### config.mk
export PLATFORM = sky130hd
export DESIGN_NAME = spi_responder
export DESIGN_NICKNAME = d
export VERILOG_FILES = /design/src/rtl/spi_responder.sv
export SDC_FILE = /design/constraint.sdc
export NUM_CORES = 1
export LEC_CHECK = 0
export BUFFER_PORTS_ARGS = -buffer_cell sky130_fd_sc_hd__buf_2
export CORE_ASPECT_RATIO = 1.5
export CORE_MARGIN = 3
export CORE_UTILIZATION = 40
export DETAILED_ROUTE_END_ITERATION = 7
export GPL_ROUTABILITY_DRIVEN = 0
export MAX_ROUTING_LAYER = met4
export PLACE_DENSITY_LB_ADDON = 0.08
export SETUP_SLACK_MARGIN = 0.02
export SLEW_MARGIN = 20
export SYNTH_ARGS = -nofsm -noshare
export SYNTH_HDL_FRONTEND = slang
export SYNTH_SLANG_ARGS = --single-unit
### constraint.sdc
create_clock -name clkIn -period 3 [get_ports clkIn]
set_input_delay 0.15 -clock clkIn [delete_from_list [all_inputs] [get_ports clkIn]]
set_output_delay 0.15 -clock clkIn [all_outputs]
set_load 0.01 [all_outputs]
### src/rtl/spi_responder.sv
// SPI responder endpoint: oversamples SCLK/CS_n/MOSI in the clkIn domain and
// shifts DATA_WIDTH-bit words MSB first, with a valid/ready transmit side.
module spi_responder #(
    parameter int unsigned DATA_WIDTH  = 16,
    parameter bit          CPOL        = 1'b0,
    parameter bit          CPHA        = 1'b0,
    parameter int unsigned SYNC_STAGES = 2
) (
    input  logic                  clkIn,
    input  logic                  rstN,
    input  logic                  sclkIn,
    input  logic                  csNIn,
    input  logic                  mosiIn,
    output logic                  misoOut,
    output logic                  misoOe,
    input  logic [DATA_WIDTH-1:0] txData,
    input  logic                  txValid,
    output logic                  txReady,
    output logic [DATA_WIDTH-1:0] rxData,
    output logic                  rxValid,
    output logic                  txUnderrun,
    output logic                  busy
);

    localparam int unsigned SYNC_N = (SYNC_STAGES < 2) ? 2 : SYNC_STAGES;
    localparam int unsigned CNT_W  = $clog2(DATA_WIDTH + 1);
    localparam logic [CNT_W-1:0]      LAST_CNT  = CNT_W'(DATA_WIDTH - 1);
    localparam logic [CNT_W-1:0]      CNT_ONE   = CNT_W'(1);
    localparam logic [CNT_W-1:0]      CNT_ZERO  = {CNT_W{1'b0}};
    localparam logic [DATA_WIDTH-1:0] ZERO_WORD = {DATA_WIDTH{1'b0}};

    typedef enum logic [0:0] {
        ST_IDLE   = 1'b0,
        ST_ACTIVE = 1'b1
    } state_t;

    state_t                state_r;
    logic [SYNC_N-1:0]     sclk_sync_r;
    logic [SYNC_N-1:0]     csn_sync_r;
    logic [SYNC_N-1:0]     mosi_sync_r;
    logic                  sclk_dly_r;
    logic                  csn_dly_r;
    logic [DATA_WIDTH-1:0] tx_shift_r;
    logic [DATA_WIDTH-1:0] rx_shift_r;
    logic [CNT_W-1:0]      bit_cnt_r;
    logic                  first_lead_r;

    logic                  sclk_s;
    logic                  csn_s;
    logic                  mosi_s;
    logic                  sclk_rise_s;
    logic                  sclk_fall_s;
    logic                  lead_s;
    logic                  trail_s;
    logic                  sample_s;
    logic                  shift_s;
    logic                  csn_fall_s;
    logic                  csn_rise_s;
    logic                  word_done_s;
    logic [DATA_WIDTH-1:0] rx_next_s;
    logic [DATA_WIDTH-1:0] load_word_s;

    // Input synchronizers plus one history flop each for edge detection
    always_ff @(posedge clkIn or negedge rstN) begin
        if (!rstN) begin
            sclk_sync_r <= {SYNC_N{CPOL}};
            csn_sync_r  <= {SYNC_N{1'b1}};
            mosi_sync_r <= {SYNC_N{1'b0}};
            sclk_dly_r  <= CPOL;
            csn_dly_r   <= 1'b1;
        end else begin
            sclk_sync_r <= {sclk_sync_r[SYNC_N-2:0], sclkIn};
            csn_sync_r  <= {csn_sync_r[SYNC_N-2:0], csNIn};
            mosi_sync_r <= {mosi_sync_r[SYNC_N-2:0], mosiIn};
            sclk_dly_r  <= sclk_sync_r[SYNC_N-1];
            csn_dly_r   <= csn_sync_r[SYNC_N-1];
        end
    end

    // Edge classification and next-word helpers
    always_comb begin
        sclk_s      = sclk_sync_r[SYNC_N-1];
        csn_s       = csn_sync_r[SYNC_N-1];
        mosi_s      = mosi_sync_r[SYNC_N-1];
        sclk_rise_s = sclk_s & ~sclk_dly_r;
        sclk_fall_s = ~sclk_s & sclk_dly_r;
        csn_fall_s  = ~csn_s & csn_dly_r;
        csn_rise_s  = csn_s & ~csn_dly_r;
        if (CPOL) begin
            lead_s  = sclk_fall_s;
            trail_s = sclk_rise_s;
        end else begin
            lead_s  = sclk_rise_s;
            trail_s = sclk_fall_s;
        end
        if (CPHA) begin
            sample_s = trail_s;
            shift_s  = lead_s;
        end else begin
            sample_s = lead_s;
            shift_s  = trail_s;
        end
        word_done_s = sample_s && (bit_cnt_r == LAST_CNT);
        rx_next_s   = {rx_shift_r[DATA_WIDTH-2:0], mosi_s};
        if (txValid) begin
            load_word_s = txData;
        end else begin
            load_word_s = ZERO_WORD;
        end
    end

    // Frame control, shift registers and registered fabric/pin outputs
    always_ff @(posedge clkIn or negedge rstN) begin
        if (!rstN) begin
            state_r      <= ST_IDLE;
            tx_shift_r   <= ZERO_WORD;
            rx_shift_r   <= ZERO_WORD;
            bit_cnt_r    <= CNT_ZERO;
            first_lead_r <= 1'b1;
            misoOut      <= 1'b0;
            misoOe       <= 1'b0;
            txReady      <= 1'b0;
            rxData       <= ZERO_WORD;
            rxValid      <= 1'b0;
            txUnderrun   <= 1'b0;
            busy         <= 1'b0;
        end else begin
            txReady    <= 1'b0;
            rxValid    <= 1'b0;
            txUnderrun <= 1'b0;
            case (state_r)
                ST_IDLE: begin
                    misoOe  <= 1'b0;
                    misoOut <= 1'b0;
                    busy    <= 1'b0;
                    if (csn_fall_s) begin
                        state_r      <= ST_ACTIVE;
                        busy         <= 1'b1;
                        misoOe       <= 1'b1;
                        bit_cnt_r    <= CNT_ZERO;
                        rx_shift_r   <= ZERO_WORD;
                        first_lead_r <= 1'b1;
                        tx_shift_r   <= load_word_s;
                        txReady      <= txValid;
                        txUnderrun   <= ~txValid;
                        // CPHA=1 drives the MSB only on the first leading edge
                        misoOut      <= (CPHA == 1'b0) ? load_word_s[DATA_WIDTH-1] : 1'b0;
                    end else begin
                        state_r <= ST_IDLE;
                    end
                end
                ST_ACTIVE: begin
                    if (word_done_s) begin
                        rxData     <= rx_next_s;
                        rxValid    <= 1'b1;
                        bit_cnt_r  <= CNT_ZERO;
                        rx_shift_r <= ZERO_WORD;
                        if (csn_rise_s) begin
                            state_r    <= ST_IDLE;
                            busy       <= 1'b0;
                            misoOe     <= 1'b0;
                            misoOut    <= 1'b0;
                            tx_shift_r <= ZERO_WORD;
                        end else begin
                            first_lead_r <= 1'b1;
                            tx_shift_r   <= load_word_s;
                            txReady      <= txValid;
                            txUnderrun   <= ~txValid;
                            misoOut      <= (CPHA == 1'b0) ? load_word_s[DATA_WIDTH-1] : misoOut;
                        end
                    end else if (csn_rise_s) begin
                        state_r    <= ST_IDLE;
                        busy       <= 1'b0;
                        misoOe     <= 1'b0;
                        misoOut    <= 1'b0;
                        bit_cnt_r  <= CNT_ZERO;
                        rx_shift_r <= ZERO_WORD;
                        tx_shift_r <= ZERO_WORD;
                    end else if (sample_s) begin
                        rx_shift_r <= rx_next_s;
                        bit_cnt_r  <= bit_cnt_r + CNT_ONE;
                    end else if (shift_s) begin
                        if (CPHA == 1'b0) begin
                            // bit_cnt 0 here means the word was just reloaded; keep its MSB
                            if (bit_cnt_r != CNT_ZERO) begin
                                tx_shift_r <= {tx_shift_r[DATA_WIDTH-2:0], 1'b0};
                                misoOut    <= tx_shift_r[DATA_WIDTH-2];
                            end else begin
                                misoOut <= tx_shift_r[DATA_WIDTH-1];
                            end
                        end else if (first_lead_r) begin
                            misoOut      <= tx_shift_r[DATA_WIDTH-1];
                            first_lead_r <= 1'b0;
                        end else begin
                            tx_shift_r <= {tx_shift_r[DATA_WIDTH-2:0], 1'b0};
                            misoOut    <= tx_shift_r[DATA_WIDTH-2];
                        end
                    end else begin
                        state_r <= ST_ACTIVE;
                    end
                end
                default: begin
                    state_r <= ST_IDLE;
                    busy    <= 1'b0;
                    misoOe  <= 1'b0;
                    misoOut <= 1'b0;
                end
            endcase
        end
    end

endmodule

==> results_dict.tcl <==
set metrics [dict create \
    die-area_mm2 0.00808 \
    synthAdderAreaFrac_pct 1.34 \
    slew_violations 0 \
    vias 1707 \
    drive_above_1_share_pct 40.4 \
    synthToLayoutAreaGrowth_pct 17.0 \
    synth_top_area_share_pct 56.1 \
    period_needed_ns 2.39 \
    synthMuxAreaShare_pct 14.3 \
    period_share_pct 79.7 \
    postRouteWirelength_um 5040 \
    start_util_pct 42.1 \
    antennaDiodeCount 0 \
    antenna_found_initial 0 \
    critPathBufInv 0 \
    finalSetupViolCount 0 \
    p_leak_nw 1.73 \
    cp_data_required_time_ns 3.21 \
    synthSimpleGateAreaFrac_pct 6.73 \
    crit_family "compound AO/OA/AOI/OAI gates" \
    ir_drop_mv 0.339 \
    max_slew_margin_pct 53.3 \
    die_h_um 109 \
    synth_top_family_by_area "multiplexers" \
    cap_violations 0 \
    p_comb_share_pct 12.6 \
    swShare_pct 23.7 \
    synth_xor_xnor_area_share_pct 0 \
    start_kind "flip-flop" \
    grt_pass1_vias 1834 \
    clockRootBuffer "clkbuf_8" \
    seq_power_share_pct 50.6 \
    rows 36 \
    clkPwrFrac_pct 36.8 \
    post-dp-hpwl_um 3400 \
    fin_setup_tns_ns 0 \
    synth.largest_area_cell "dfrtp_1" \
    numCtsBuffers 9 \
    crit_slowest_cell "a21oi_4" \
    syn-instance-count 194 \
    path_clk_slew_ns 0.07 \
    hold_class "primary input to flip-flop" \
    netlist-cell-type-count 35 \
    via_per_inst 5.24 \
    report.final.hold_viol_count 0 \
    drc 0 \
    cp.arrival_ns 2.60 \
    port_buffers 43 \
    pin_count 44 \
    fmax_ghz 0.418 \
    fillers 630 \
    insertion_delay_ns 0.33 \
    skew_ns 0.00526 \
    worstMarginPinSlew_ns 0.700 \
    detail_route.first_pass.iterations 4 \
    synth_area_leaders "dfrtp_1 (56%), a22o_1 (10%), mux2_2 (8.8%), mux2_4 (4.8%), dfstp_2 (2.8%)" \
    nets 270 \
    synth_seq_area_share_pct 59.0 \
    cts_tree "done" \
    htreeDepth 3 \
    synth_compound_area_share_pct 14.0 \
    crit_top_cell "ha_1" \
    synth_nets 219 \
    power.net_switching_mw 0.478 \
    path_cells "ha_1, and3_1, ha_1, nand3b_2, o311ai_2, a21oi_4, mux2_2" \
    design.core.area_mm2 0.00667 \
    ctsLongestPathBuffers 2 \
    grt_max_degree 33 \
    crit_fanout 16 \
    wl_per_cell_um 15.4 \
    finish.utilization_pct 49.3 \
    ys_ff_latch 66 \
    grt_pass1_wl_um 8580 \
    die_w_um 74.4 \
    cts.sinks 66 \
    synth_area_per_cell_um2 14.5 \
    end_kind "flip-flop" \
    crit_type "flip-flop to flip-flop" \
    grt_usage_pct 14.2 \
    status "completed" \
    power.internal_mw 1.54 \
    timing.final.ws_setup_ns 0.608 \
    grt_overflow_total 0 \
    first_iter_violations 37 \
    dp_slack_ns 0.609 \
    final_antenna_net_count 0 \
    syn_area_mm2 0.00281 \
    p_per_area_mw_per_mm2 615 \
    rsz0062_at_grt "false" \
    finalPower_mw 2.02 \
    synth_warnings 0 \
    slowest_delay_ns 0.56 \
]
[what timing repair did]
action                                 CTS  global route
hold buffers                             4             0
setup buffers                            0             0
gates resized for setup                  0             0
endpoints found under the hold margin   30             0
[layout make-up]
type	instances	area, um^2	area share [%]
clock buffers	14	163	4.95
clock inverters	2	35.0	1.07
inverters	8	30.0	0.914
multi-input cells	109	1020	31.1
flip-flops and latches	66	1660	50.4
well taps	76	95.1	2.89
repair buffers	51	285	8.68
[layout by cell type (no fill, tap or decap), types with 2 or more instances in the layout]
master | Yosys | routed
mux2_4 | 9 | 9
a22o_1 | 33 | 33
dlygate4sd3_1 | 0 | 4
buf_2 | 4 | 43
nand2_1 | 5 | 5
clkbuf_8 | 0 | 11
a21oi_1 | 2 | 2
nor2b_1 | 3 | 3
clkbuf_1 | 0 | 3
mux2i_1 | 2 | 2
dfstp_2 | 3 | 3
mux2_2 | 22 | 22
o2bb2ai_1 | 3 | 3
nor2_1 | 5 | 5
nand3_1 | 4 | 4
buf_4 | 2 | 4
dfrtp_1 | 63 | 63
inv_1 | 8 | 8
ha_1 | 3 | 3
and3_1 | 2 | 2
[synth_stat cells]
| cell type | count |
|---|---|
| nor2_1 | 5 |
| a31o_2 | 1 |
| nand3_1 | 4 |
| buf_12 | 1 |
| dfstp_2 | 3 |
| nand2_1 | 5 |
| nor3b_2 | 1 |
| and2b_1 | 1 |
| mux2_4 | 9 |
| a21oi_4 | 1 |
| buf_6 | 4 |
| buf_2 | 4 |
| inv_1 | 8 |
| and3b_1 | 1 |
| o21ai_1 | 1 |
| nand3b_1 | 1 |
| a21oi_1 | 2 |
| nor2b_1 | 3 |
| o21ai_0 | 1 |
| buf_4 | 2 |
| a22o_1 | 33 |
| mux2i_1 | 2 |
| dfrtp_1 | 63 |
| o2bb2ai_1 | 3 |
| mux2_2 | 22 |
| o32a_1 | 1 |
| ha_1 | 3 |
| nand2b_4 | 1 |
| and2_1 | 1 |
| and4_1 | 1 |
| nor4b_4 | 1 |
| a31oi_1 | 1 |
| and3_1 | 2 |
| o311ai_2 | 1 |
| nand3b_2 | 1 |
[final timing paths]
path,from,to,slack (ns),cells after the start
max,bit_cnt_r[0],tx_shift_r[4],0.61,7
min,txValid,txUnderrun,0.04,2
max reg2reg,bit_cnt_r[0],tx_shift_r[4],0.61,7
min reg2reg,sclk_sync_r[0],sclk_sync_r[1],0.35,0
max in group asynchronous,rstN,tx_shift_r[13],1.85,3
min in group asynchronous,rstN,rxData[3],0.40,2
[registers in the layout (all words and copies together) (netlist names)]
signal	flops
sclk_sync_r	2
csn_dly_r	1
rx_shift_r	15
misoOut	1
txReady	1
state_r	1
tx_shift_r	16
rxData	16
bit_cnt_r	5
sclk_dly_r	1
busy	1
rxValid	1
txUnderrun	1
csn_sync_r	2
mosi_sync_r	2
[through the flow]
step           hold WS [ns]  instances  area (um^2)
2_1_floorplan        -0.146        194         2810
3_3_place_gp          0.244        306         3050
3_5_place_dp          0.254        306         3050
4_1_cts              0.0256        326         3290
5_1_grt              0.0412        326         3290
6_report             0.0432        326         3290
[worst register-to-register path, delay by kind of cell, from the launching register on]
kind,cells,cell delay [ns]
adder cells (fa/ha/maj),2,0.44
AO/OA/AOI/OAI,2,0.69
multiplexers,1,0.40
flip-flops,1,0.42
AND/OR/NAND/NOR,2,0.31
[kinds of logic (layout without fill, tap and decap cells)]
family,Yosys count,count (layout)
compound gates,45,45
fa+ha+maj,3,3
buf+inv,19,75
flops,66,66
mux,33,33
simple gates,28,28
[layer usage]
| layer | GRT usage [%] | routed length (um) | vias up |
|---|---|---|---|
| met5 | - | 0 | - |
| met4 | 6.11 | 91 | 0 |
| met3 | 3.32 | 170 | 9 |
| met2 | 23.5 | 2590 | 35 |
| met1 | 16.4 | 2180 | 849 |
| li1 | - | - | 814 |
[power by group through the flow]
stage | combinational [mW] | clock (mW) | sequential [mW]
2_1_floorplan | 0.211 | 0 | 1.02
3_3_place_gp | 0.251 | 0 | 1.04
3_5_place_dp | 0.257 | 0 | 1.04
4_1_cts | 0.261 | 0.773 | 1.02
5_1_grt | 0.282 | 0.805 | 1.03
6_report | 0.254 | 0.744 | 1.02
No activity file was read; power rests on OpenSTA's default activity.
